`src/rtl/switch_conditioner.sv`:
```
// Slide-switch conditioner: per-bit synchronizer and saturating-count debouncer,
// with a one-cycle change strobe and a sticky, acknowledged change-event mask.
module switch_conditioner #(
   parameter int unsigned WIDTH       = 16,
   parameter int unsigned SYNC_STAGES = 2,
   parameter int unsigned DB_COUNT    = 200
) (
   input  logic             clock,
   input  logic             reset,
   input  logic [WIDTH-1:0] switch,
   output logic [WIDTH-1:0] switch_db,
   output logic             db_changed,
   output logic [WIDTH-1:0] changed_mask,
   output logic             event_req,
   output logic [WIDTH-1:0] event_mask,
   input  logic             event_ack
);

   localparam int unsigned CNT_W = $clog2(DB_COUNT + 1);
   localparam logic [CNT_W-1:0] CNT_LAST = CNT_W'(DB_COUNT - 1);

   logic [SYNC_STAGES-1:0][WIDTH-1:0] sync_q;
   logic [WIDTH-1:0][CNT_W-1:0]       cnt_q, cnt_d;
   logic [WIDTH-1:0]                  db_q, db_d;
   logic [WIDTH-1:0]                  chg_q;
   logic                              chg_any_q;
   logic [WIDTH-1:0]                  ev_q, ev_d;
   logic                              req_q;
   logic [WIDTH-1:0]                  samp;
   logic [WIDTH-1:0]                  flips;

   assign samp = sync_q[SYNC_STAGES-1];

   always_ff @(posedge clock or negedge reset) begin
      if (!reset) begin
         sync_q <= '0;
      end else begin
         sync_q[0] <= switch;
         for (int unsigned k = 1; k < SYNC_STAGES; k++) begin
            sync_q[k] <= sync_q[k-1];
         end
      end
   end

   // Any sample agreeing with the stable level restarts that bit's count.
   always_comb begin
      db_d  = db_q;
      cnt_d = cnt_q;
      for (int unsigned i = 0; i < WIDTH; i++) begin
         if (samp[i] == db_q[i]) begin
            cnt_d[i] = '0;
         end else if (cnt_q[i] == CNT_LAST) begin
            db_d[i]  = samp[i];
            cnt_d[i] = '0;
         end else begin
            cnt_d[i] = cnt_q[i] + CNT_W'(1);
         end
      end
      flips = db_q ^ db_d;
      // New flips are OR'd in after the ack clear so they survive a coincident ack.
      ev_d  = (event_ack ? '0 : ev_q) | flips;
   end

   always_ff @(posedge clock or negedge reset) begin
      if (!reset) begin
         cnt_q     <= '0;
         db_q      <= '0;
         chg_q     <= '0;
         chg_any_q <= 1'b0;
         ev_q      <= '0;
         req_q     <= 1'b0;
      end else begin
         cnt_q     <= cnt_d;
         db_q      <= db_d;
         chg_q     <= flips;
         chg_any_q <= |flips;
         ev_q      <= ev_d;
         req_q     <= |ev_d;
      end
   end

   assign switch_db    = db_q;
   assign changed_mask = chg_q;
   assign db_changed   = chg_any_q;
   assign event_mask   = ev_q;
   assign event_req    = req_q;

endmodule

```
`config.mk`:
```
export PLATFORM = sky130hd
export DESIGN_NAME = switch_conditioner
export DESIGN_NICKNAME = d
export VERILOG_FILES = /design/src/rtl/switch_conditioner.sv
export SDC_FILE = /design/constraint.sdc
export NUM_CORES = 1
export LEC_CHECK = 0
export BUFFER_PORTS_ARGS = -buffer_cell sky130_fd_sc_hd__buf_4
export CAP_MARGIN = 40
export CORE_ASPECT_RATIO = 0.7
export CORE_MARGIN = 3
export CORE_UTILIZATION = 47
export CTS_CLUSTER_SIZE = 40
export DETAILED_ROUTE_END_ITERATION = 16
export PLACE_DENSITY = 0.66
export SLEW_MARGIN = 15
export SYNTH_ARGS = -nofsm -noshare
export SYNTH_HDL_FRONTEND = slang
export SYNTH_SLANG_ARGS = --single-unit
```
`constraint.sdc`:
```
create_clock -name clock -period 2.9 [get_ports clock]
set_input_delay 0.29 -clock clock [delete_from_list [all_inputs] [get_ports clock]]
set_output_delay 0.29 -clock clock [all_outputs]
set_load 0.05 [all_outputs]
```
* Yosys cells after proc, flatten, opt, wreduce, memory -nomap -nowiden *
Cells that the tools add are included.

word-level totals
  bits in registers = 210
  input port bits = 19
  output and inout bits = 50
  word-level logic and storage cells = 140

cells by class
  add/subtract/negate cells = 16
  equality and inequality tests = 32
  multiplexer cells = 65
  bitwise gates (word level) = 2
  reductions and logical operators = 2

operators with widths
  operator             number
  $mux 8               32
  $add 8x1->8 const B  16
  $eq 8x8->1 const B   16
  $mux 1               32
  $reduce_or 16->1     2
  $eq 1x1->1           16
  $mux 16              1
  $or 16x16->16        1
  $xor 16x16->16       1

* Logic depth before layout (Yosys ltp) *
Gate-level depths: netlist of the first run.

  depth after elaboration = 6
  mapped depth = 6

* Least setup slack after synthesis of the first run *
Ideal clock, no wire load.

  path type = register to register
  from = register db_q[14], in the netlist switch_db[14]
  to = register req_q, in the netlist event_req
  setup time = 139 ps
  data arrival time = 2104 ps
  required time = 2761 ps
  slack = 657 ps
  cell stages (with the launch flop) = 6
  path buffers = 0
  cell sequence = dfrtp_1 > xnor2_4 > nor3_2 > a21o_1 > or4_1 > or4_1

between the ends
  longest elaborated chain between the ends = 5
  elaborated cells on any way between the ends = 6

ends and longest elaborated chain
  item                                  RTL line  RTL
  start: declaration                    24        logic [WIDTH-1:0] db_q, db_d;
  start signal: assignment              67        db_q <= '0;
  start signal: assignment              74        db_q <= db_d;
  $mux 1 or $eq 1x1->1 (tied branches)  52, 50
  $mux 1                                50        if (samp[i] == db_q[i]) begin
  $xor 16x16->16 (*)                    59        flips = db_q ^ db_d;
  named net flips[14]                   30        logic [WIDTH-1:0] flips;
  $or 16x16->16 (*)                     61        ev_d = (event_ack ? '0 : ev_q) | flips;
  named net ev_d[14]                    27        logic [WIDTH-1:0] ev_q, ev_d;
  $reduce_or 16->1 (*)                  78        req_q <= |ev_d;
  end signal: assignment                78
  end: declaration                      28        logic req_q;

Mark *: on every way through the listed nets, which the timed path passes. The rest lies on a longest branch.

* Worst setup path after layout of the first run *
  from = register sync_q, in the netlist samp[3]
  to = register req_q, in the netlist event_req

between the ends
  longest elaborated chain between the ends = 5
  elaborated cells on any way between the ends = 6

ends and longest elaborated chain
  item                                  RTL line  RTL
  start: declaration                    22        logic [SYNC_STAGES-1:0][WIDTH-1:0] sync_q;
  start signal: indexed assignment      40        sync_q[k] <= sync_q[k-1];
  $mux 1 or $eq 1x1->1 (tied branches)  52, 50
  $mux 1 (*)                            50
  $xor 16x16->16 (*)                    59
  named net flips[3]                    30
  $or 16x16->16 (*)                     61
  $reduce_or 16->1 (*)                  78

Marked as above.

==> results of run 1 <==
[through the flow]
stage / std cells / hold WS (ns) / instance area [um2] / setup slack (ns)
finish: 1091 / 0.2253 / 10250 / 0.6535
global route: 1091 / 0.2389 / 10250 / 0.3722
CTS: 1091 / 0.2108 / 10250 / 0.6026
detailed placement: 1037 / 0.3347 / 9402 / 0.6200
global placement: 1037 / 0.3317 / 9402 / 0.6623
floorplan: 736 / -0.005591 / 8526 / 0.6570
[flip-flops by register name (all words and copies together) (netlist names)]
signal        count
changed_mask     16
cnt_q           128
event_req         1
db_changed        1
switch_db        16
samp             16
event_mask       16
sync_q           16
[where the power goes]
part / switching, mW / internal (mW) / total, mW
Combinational: 0.151 / 0.109 / 0.260
Clock: 1.05 / 1.57 / 2.63
Sequential: 0.0618 / 3.01 / 3.07
[synthesized netlist by cell type (11+ instances only)]
cell,count,area [um2]
a21o_1,12,90.09
and3_1,23,143.9
dfrtp_1,210,5255
ha_1,16,200.2
inv_1,11,41.29
mux2_2,16,180.2
nand2_1,15,56.30
nand3_1,63,315.3
nand4_1,14,87.58
nor2_1,146,548.0
nor3_1,14,70.07
or2_2,17,106.4
or3_1,12,75.07
xnor2_1,47,411.6
xor2_1,62,543.0
[cell families after synthesis]
logic type,share of synthesized area (%)
buffers and inverters,0.8805
xor gates and xnor gates,11.90
DFF,61.64
adders and majority gates,2.348
and+or+nand+nor,18.90
muxes,2.113
AOI/OAI and AO/OA,2.216
[path summary, 6_finish.rpt]
path / from / to / slack (ns)
max in group asynchronous: reset / event_mask[4]$_DFF_PN0_ / 1.76
min: event_ack / event_mask[4]$_DFF_PN0_ / 0.23
max: samp[3]$_DFF_PN0_ / event_req$_DFF_PN0_ / 0.65
min in group asynchronous: reset / cnt_q[108]$_DFF_PN0_ / 0.39
max reg2reg: samp[3]$_DFF_PN0_ / event_req$_DFF_PN0_ / 0.65
min reg2reg: sync_q[0]$_DFF_PN0_ / samp[0]$_DFF_PN0_ / 0.35
[layout by cell type, fill, tap and decap left out, types with 14 or more instances in the layout]
cell and instances:
and3_1 23, clkbuf_16 21, nand2_1 15, mux2_2 16, nand4_1 14, nor2_1 146, ha_1 16, nand3_1 63
xnor2_1 47, nor3_1 14, xor2_1 62, dfrtp_1 210, or2_2 17, dlygate4sd3_1 17, buf_4 75
[metal layers]
layer	part of all wire, %	GRT usage (%)	vias up
met3	5.5	3.410	22
met4	2.2	3.864	0
met1	48	24.54	2680
met5	0	0	-
met2	44	25.20	108
li1	-	-	2696
[layout make-up]
cell class | instances | area [um2] | share of cell area, %
tap | 231 | 289.0 | 2.820
clock buffer | 32 | 626.9 | 6.116
timing repair buffer | 95 | 787.0 | 7.679
clock inverter | 5 | 50.05 | 0.4883
inverter | 12 | 45.04 | 0.4395
multi-input combinational | 506 | 3196 | 31.18
sequential | 210 | 5255 | 51.28
[worst reg2reg max path, cell delays in order (launching register included)]
cell and delay [ns]:
dfrtp_1 0.38, xnor2_1 0.33, nor3_1 0.18, a2111oi_0 0.53, nand4_1 0.16, or4_1 0.53
[timing repair]
action | 4_1_cts | 5_1_grt
hold buffers | 17 | 0
hold endpoints to repair | 89 | 0
endpoints found under the setup margin | 0 | 0
==> results.md, run 1 <==
* Drt initial violations at 320
* Peak VDD IR at 0.4349 mV
* Clk_skew at 0.007769 ns
* Hold depth at 3
* Filler Cells Inserted at 1409
* Clock buffer depth at 3
* Worst Reg-to-Reg Cells at 5
* Delay of the slowest critical-path stage at 0.53 ns
* P per Cell Area at 581.1 nW/um2
* Required @ worst endpoint at 3.25 ns
* GRT overflow at 0
* Startpoint types: flip-flop
* CTS H-tree depth at 1
* CTS Sinks at 210
* Drt total wl at 15990 um
* Vias per inst at 5.047
* Fin nets at 881
* Clock tree root buffer cell: clkbuf_16
* Final-report max-slew violation count at 0
* Starting density of the core at 48.81%
* Min Tclk post-route at 2.246 ns
* CP max-delay cell: a2111oi_0
* ANT nets after route at 0
* Detailed-route DRC error count at 0
* Worst-path cell chain: xnor2_1, nor3_1, a2111oi_0, nand4_1, or4_1
* Number of I/O pins at 69
* Lkg Pwr at 5.064 nW
* Row cnt at 40
* Endpoints failing hold at 0
* Die Wd at 167.0 um
* Chip height at 118.7 um
* Netlist cell types at 34
* Die area at 19820 um2
* Most used flip-flop cell after synthesis: dfrtp_1
* Instance count of the mapped netlist at 736
* Post-detail-place hpwl at 11170 um
* Fmax at 445.1 MHz
* Largest net degree at the start of global routing at 78
* Layout cells sized above 1 at 17.09%
* Initial antenna violation count at 0
* Final core occ at 58.67%
* EDFF count, synth at 0
* Ys Warns at 0
* Routability cong. at 0.8463
* Total power at 5.955 mW
* WL/cell at 14.66 um
* CTS tree: done
* Syn Area/Cell at 11.58 um2
* Global-route usage over all layers at 16.54%
* Actual slew at the worst max-slew pin at 0.7092 ns
* Max cap viols at 0
* Via count at 5506
* Skew-Pair Late Insertion Delay at 0.48 ns
* Core area at 17470 um2
* Worst-path clk slew at 0.06 ns
* Post-Route Setup TNS at 0 ns
* Async set-reset flop share out of synthesis at 100.0%
* Synthesis-to-layout area growth at 20.21%
* RSZ-0062 raised after global routing: no
* CP endpoint kind: flip-flop
* Flops & latches, synth at 210
* CP top delay family: simple AND/OR/NAND/NOR gates
* Vias in the first global route at 5415
* Final period utilization at 77.46%
* # resized after CTS at 0
* Crit path max fanout at 4
* Total iterations of the first detailed-routing run at 4
* Post-Syn Nets at 771
* Stages on worst setup path at 5
* Buf/Inv on CP at 0
* TritonCTS buffer count at 21
* Crit Path Category: reg2reg
* Crit path DAT at 2.60 ns
* PortBufs at 68
* Mapped cell area at 8526 um2
* Post-CTS Repair Setup Buffers at 0
* Slew headroom at 52.29%
* Antenna diodes at 0
* First-pass GRT wire length at 27390 um
* # setup viols final at 0
* Hold Path Class: in2reg
* Status: finished clean
* Sequential-to-total area share from yosys stat at 61.64%
(Power assumes the default switching activity.)
==> run 2, diff against run 1 <==
==> constraint.sdc (replaced) <==
create_clock -name clock -period 2.2 [get_ports clock]
set_input_delay 0.22 -clock clock [delete_from_list [all_inputs] [get_ports clock]]
set_output_delay 0.22 -clock clock [all_outputs]
set_load 0.05 [all_outputs]
==> results.md, run 2 (synthesis gave the netlist of run 1 again) <==
* Crit path DAT at 2.50 ns (-0.10 ns)
* Global-route usage over all layers at 16.94% (+0.40 points)
* Final-report max-slew violation count at 0 (unchanged)
* CP max-delay cell: or4_4
* Startpoint types: flip-flop
* Layout cells sized above 1 at 19.11% (+2.0 points)
* Hold Crit Endpoint: event_mask[1]$_DFF_PN0_
* Drt initial violations at 262 (-18%)
* CP top delay family: simple AND/OR/NAND/NOR gates
* Chip height at 118.7 um (unchanged)
* Via count at 5620 (+2.1%)
* Synthesis-to-layout area growth at 21.82%
* Worst-path cell chain: ha_1, nand4_1, nor3_2, a21o_1, or4_4, or4_1
* Antenna diodes at 0 (unchanged)
* Actual slew at the worst max-slew pin at 0.6742 ns (-0.03493 ns)
* Hold depth at 3 (unchanged)
* Die Wd at 167.0 um (unchanged)
* First-pass GRT wire length at 28210 um (+3.0%)
* Post-Route Setup TNS at 0 ns (unchanged)
* Hold Path Class: in2reg
* Worst-path clk slew at 0.06 ns (about the same)
* Clk_skew at 0.007199 ns (-0.0005693 ns)
* Reg-to-Reg Start: cnt_q[112]$_DFF_PN0_
* Crit Path Category: reg2reg
* Fmax at 465.1 MHz (+4.5%)
* R2r setup slk at 0.05 ns (-0.60 ns)
* Core area at 17470 um2 (unchanged)
* Crit path max fanout at 3 (-1)
* Starting density of the core at 48.81% (unchanged)
* FF-to-FF End: event_req$_DFF_PN0_
* Final period utilization at 97.73% (+20 points)
* Skew-Pair Late Insertion Delay at 0.49 ns (about the same)
* Row cnt at 40 (unchanged)
* Clock tree root buffer cell: clkbuf_16
* Max cap viols at 0 (unchanged)
* Vias per inst at 5.086 (+0.78%)
* Peak VDD IR at 0.4252 mV (-2.2%)
* Clock buffer depth at 3 (unchanged)
* Most flops, register: cnt_q
* Routability cong. at 0.8440 (-0.27%)
* Worst Reg-to-Reg Cells at 6 (+1)
* RSZ-0062 raised after global routing: no
* Initial antenna violation count at 0 (unchanged)
* Total iterations of the first detailed-routing run at 4 (unchanged)
* Fin nets at 898 (+1.9%)
* Drt total wl at 16410 um (+2.6%)
* Post-detail-place hpwl at 11720 um (+5.0%)
* Detailed-route DRC error count at 0 (unchanged)
* WL/cell at 14.85 um (+1.3%)
* Crit path launch: cnt_q[112]$_DFF_PN0_
* Number of I/O pins at 69 (unchanged)
* Delay of the slowest critical-path stage at 0.53 ns (about the same)
* Required @ worst endpoint at 2.55 ns (-0.70 ns)
* Die area at 19820 um2 (unchanged)
* Lkg Pwr at 5.127 nW (+1.3%)
* Min-delay src: event_ack
* Largest net degree at the start of global routing at 76 (-2.6%)
* CTS tree: done
* PortBufs at 68 (unchanged)
* Slew headroom at 54.64% (+2.4 points)
* CTS Sinks at 210 (unchanged)
* Area after DPL at 9524 um2 (+1.3%)
* Status: finished clean
* Endpoints failing hold at 0 (unchanged)
* Buf/Inv on CP at 0 (unchanged)
* Largest register FFs at 128 (unchanged)
* ANT nets after route at 0 (unchanged)
* # setup viols final at 0 (unchanged)
* Vias in the first global route at 5953 (+9.9%)
* TritonCTS buffer count at 21 (unchanged)
* GRT overflow at 0 (unchanged)
* Commonest cells after routing, fill and taps aside: dfrtp_1 (208), nor2_1 (146), buf_4 (92)
* P per Cell Area at 756.1 nW/um2 (+30%)
* Most common cell after layout, fill and taps aside: dfrtp_1
* CP endpoint kind: flip-flop
* Fin area at 10390 um2 (+1.3%)
* Min Tclk post-route at 2.150 ns (-0.09634 ns)
* CTS H-tree depth at 1 (unchanged)
==> run 2: stage by stage <==
stage          setup slack [ns]  hold slack (ns)  std cells  util, %  power, mW
6_report                0.04987           0.1545       1105    59.46      7.853
5_1_grt                0.003702           0.1841       1105    59.46      8.195
4_1_cts                 0.01050           0.1238       1104    59.27      7.969
3_5_place_dp            0.01271           0.2942       1053    54.53      4.454
3_3_place_gp            0.06186           0.2849       1053    54.53      4.432
2_1_floorplan           0.04538         -0.07559        736        -      4.271
==> run 2: worst max-delay path by stage <==
stage                     endpoint  slack, ns  cells after the start
5_1_grt        event_req$_DFF_PN0_      0.004                      6
3_3_place_gp   event_req$_DFF_PN0_       0.06                      6
6_report       event_req$_DFF_PN0_       0.05                      6
3_5_place_dp   event_req$_DFF_PN0_       0.01                      6
2_1_floorplan  event_req$_DFF_PN0_       0.05                      5
4_1_cts        event_req$_DFF_PN0_       0.01                      6
==> run 2: per-layer routing <==
layer	wire length, um	vias up	track usage (%)
li1	-	2732	-
met1	7597	2774	22.98
met2	7756	87	28.22
met3	696	27	3.577
met4	355	0	3.967
met5	0	-	0
==> run 2: area by class of cell <==
class | count | area (um2)
fill | 1405 | 7081
multi-input combinational | 506 | 3222
sequential | 210 | 5258
clock inverter | 3 | 65.06
tap | 231 | 289.0
clock buffer | 31 | 593.1
timing repair buffer | 112 | 914.6
inverter | 12 | 45.04
==> run 2: worst reg2reg max path, delay by kind of cell, from the launching register on <==
family	cells	cell delay (ns)
and+or+nand+nor	4	1.24
DFF	1	0.40
adders and majority gates	1	0.21
AOI/OAI and AO/OA	1	0.17
==> run 2: power breakdown <==
group	switching (mW)	leakage (nW)	total, mW	internal, mW
Combinational	0.204	1.99	0.359	0.156
Sequential	0.0830	2.82	4.05	3.96
Clock	1.36	0.321	3.45	2.08
==> run 2: repair_timing <==
item,in CTS,in global routing
hold buffers,17,0
setup endpoints to repair,0,1
hold endpoints to repair,87,0
resized for setup,0,10
setup buffers,0,1
==> run 3, diff against run 2 <==
==> constraint.sdc (replaced) <==
create_clock -name clock -period 2.1 [get_ports clock]
set_input_delay 0.21 -clock clock [delete_from_list [all_inputs] [get_ports clock]]
set_output_delay 0.21 -clock clock [all_outputs]
set_load 0.05 [all_outputs]
==> results.md, run 3 (synthesis gave the netlist of run 1 again) <==
* Status: finished clean
* Slew headroom at 53.10% (-1.5 points)
* Crit path max fanout at 2 (-1)
* Lkg Pwr at 5.324 nW (+3.8%)
* Final period utilization at 98.60% (+0.87 points)
* CTS Sinks at 210 (unchanged)
* TritonCTS buffer count at 21 (unchanged)
* Die Wd at 167.0 um (unchanged)
* Endpoints failing hold at 0 (unchanged)
* Detailed-route DRC error count at 0 (unchanged)
* PortBufs at 68 (unchanged)
* Fin nets at 936 (+4.2%)
* CP top delay family: simple AND/OR/NAND/NOR gates
* GRT overflow at 0 (unchanged)
* Actual slew at the worst max-slew pin at 0.6970 ns (+0.02280 ns)
* Min Tclk post-route at 2.071 ns (-0.07944 ns)
* WL/cell at 14.53 um (-2.1%)
* Vias in the first global route at 5846 (-1.8%)
* Startpoint types: flip-flop
* Row cnt at 40 (unchanged)
* Post-detail-place hpwl at 11850 um (+1.1%)
* Initial antenna violation count at 0 (unchanged)
* # setup viols final at 0 (unchanged)
* Delay of the slowest critical-path stage at 0.52 ns (about the same)
* Hold Path Class: in2reg
* CP endpoint kind: flip-flop
* Final-report max-slew violation count at 0 (unchanged)
* Clock tree root buffer cell: clkbuf_16
* CTS tree: done
* Peak VDD IR at 0.4699 mV (+11%)
* Antenna diodes at 0 (unchanged)
* Clock buffer depth at 3 (unchanged)
* Max cap viols at 0 (unchanged)
* Drt total wl at 16640 um (+1.4%)
* Layout cells sized above 1 at 23.30% (+4.2 points)
* Skew-Pair Late Insertion Delay at 0.48 ns (about the same)
* P per Cell Area at 765.1 nW/um2 (+1.2%)
* Crit path launch: cnt_q[121]$_DFF_PN0_
* Worst-path cell chain: ha_2, nand4_1, nor3_2, a21o_1, or4_4, or4_1
* Core area at 17470 um2 (unchanged)
* Worst-path clk slew at 0.06 ns (about the same)
* Final core occ at 61.18% (+1.7 points)
* Most common cell after layout, fill and taps aside: dfrtp_1
* RSZ-0062 raised after global routing: yes
* CP max-delay cell: or4_4
* Routability cong. at 0.7919 (-6.2%)
* Clk_skew at 0.01063 ns (+0.003427 ns)
* Number of I/O pins at 69 (unchanged)
* Fmax at 482.9 MHz (+3.8%)
* First-pass GRT wire length at 27770 um (-1.6%)
* Die area at 19820 um2 (unchanged)
* Starting density of the core at 48.81% (unchanged)
* Final Hold Slack at 0.1791 ns (+0.02458 ns)
* Largest net degree at the start of global routing at 60 (-21%)
* Buf/Inv on CP at 0 (unchanged)
* Commonest cells after routing, fill and taps aside: dfrtp_1 (207), nor2_1 (146), buf_4 (130)
* Largest register FFs at 128 (unchanged)
* Total iterations of the first detailed-routing run at 4 (unchanged)
* ANT nets after route at 0 (unchanged)
* CTS H-tree depth at 1 (unchanged)
* Vias per inst at 4.985 (-2.0%)
* Required @ worst endpoint at 2.45 ns (-0.10 ns)
* Most flops, register: cnt_q
* Via count at 5708 (+1.6%)
* Chip height at 118.7 um (unchanged)
* Crit Path Category: reg2reg
* Min-delay src: event_ack
* Drt initial violations at 224 (-15%)
* Global-route usage over all layers at 16.80% (-0.14 points)
* Reg-to-Reg Start: cnt_q[121]$_DFF_PN0_
* Crit path DAT at 2.42 ns (-0.08 ns)
* Synthesis-to-layout area growth at 25.34%
## run 3: changes by cell type in the layout (fill, tap and decap cells not counted), moves of 2 or more
cell and delta:
a2111oi_1 -3, a2111oi_2 +2, clkinv_2 +2, buf_4 +38
## run 3: per-layer routing
metal	wire length, um	track usage, %
met3	642	3.410
met5	0	0
met2	8025	28.68
met4	318	3.864
met1	7649	22.29
## run 3: worst paths after layout
path,end,slack [ns],cells after the start
setup / recovery,event_req$_DFF_PN0_,0.03,6
hold / removal,event_mask[3]$_DFF_PN0_,0.18,4
setup reg to reg,event_req$_DFF_PN0_,0.03,6
hold reg to reg,samp[12]$_DFF_PN0_,0.35,0
max in group asynchronous,switch_db[15]$_DFF_PN0_,1.08,3
min in group asynchronous,cnt_q[110]$_DFF_PN0_,0.26,2
## run 3: per-stage QoR
stage               instance area [um2]  std cells  total power, mW  setup slack (ns)  TNS (ns)
floorplan                          8529        736            4.475          0.001265         0
global placement                   9766       1085            4.677          -0.03470  -0.03470
detailed placement                 9766       1085            4.696           -0.1027   -0.1027
CTS                               10620       1140            8.282         0.0004690         0
global route                      10690       1145            8.548          -0.02837  -0.02837
finish                            10690       1145            8.177           0.02931         0
## run 3: tightest hold or removal path: cells and delay by family
family / cells / cell delay [ns]
AO/OA/AOI/OAI: 1 / 0.11
buffers and inverters: 3 / 0.31
## run 3: what timing repair did
action	4_1_cts	5_1_grt
hold endpoints to repair	71	0
hold buffers	17	0
endpoints found under the setup margin	1	1
resized for setup	7	7
buffers inserted	2	5
pin swaps	1	6
## run 3: where the power goes
group	switching [mW]	total (mW)	internal, mW
Combinational	0.225	0.421	0.196
Sequential	0.0845	4.24	4.15
Clock	1.44	3.52	2.08
## run 3: area by class of cell
| type | instances | area [um2] |
|---|---|---|
| timing repair buffer | 150 | 1200 |
| fill | 1375 | 6780 |
| tap | 231 | 289.0 |
| multi-input combinational | 506 | 3247 |
| inverter | 12 | 45.04 |
| sequential | 210 | 5259 |
| clock buffer | 31 | 593.1 |
| clock inverter | 5 | 53.80 |
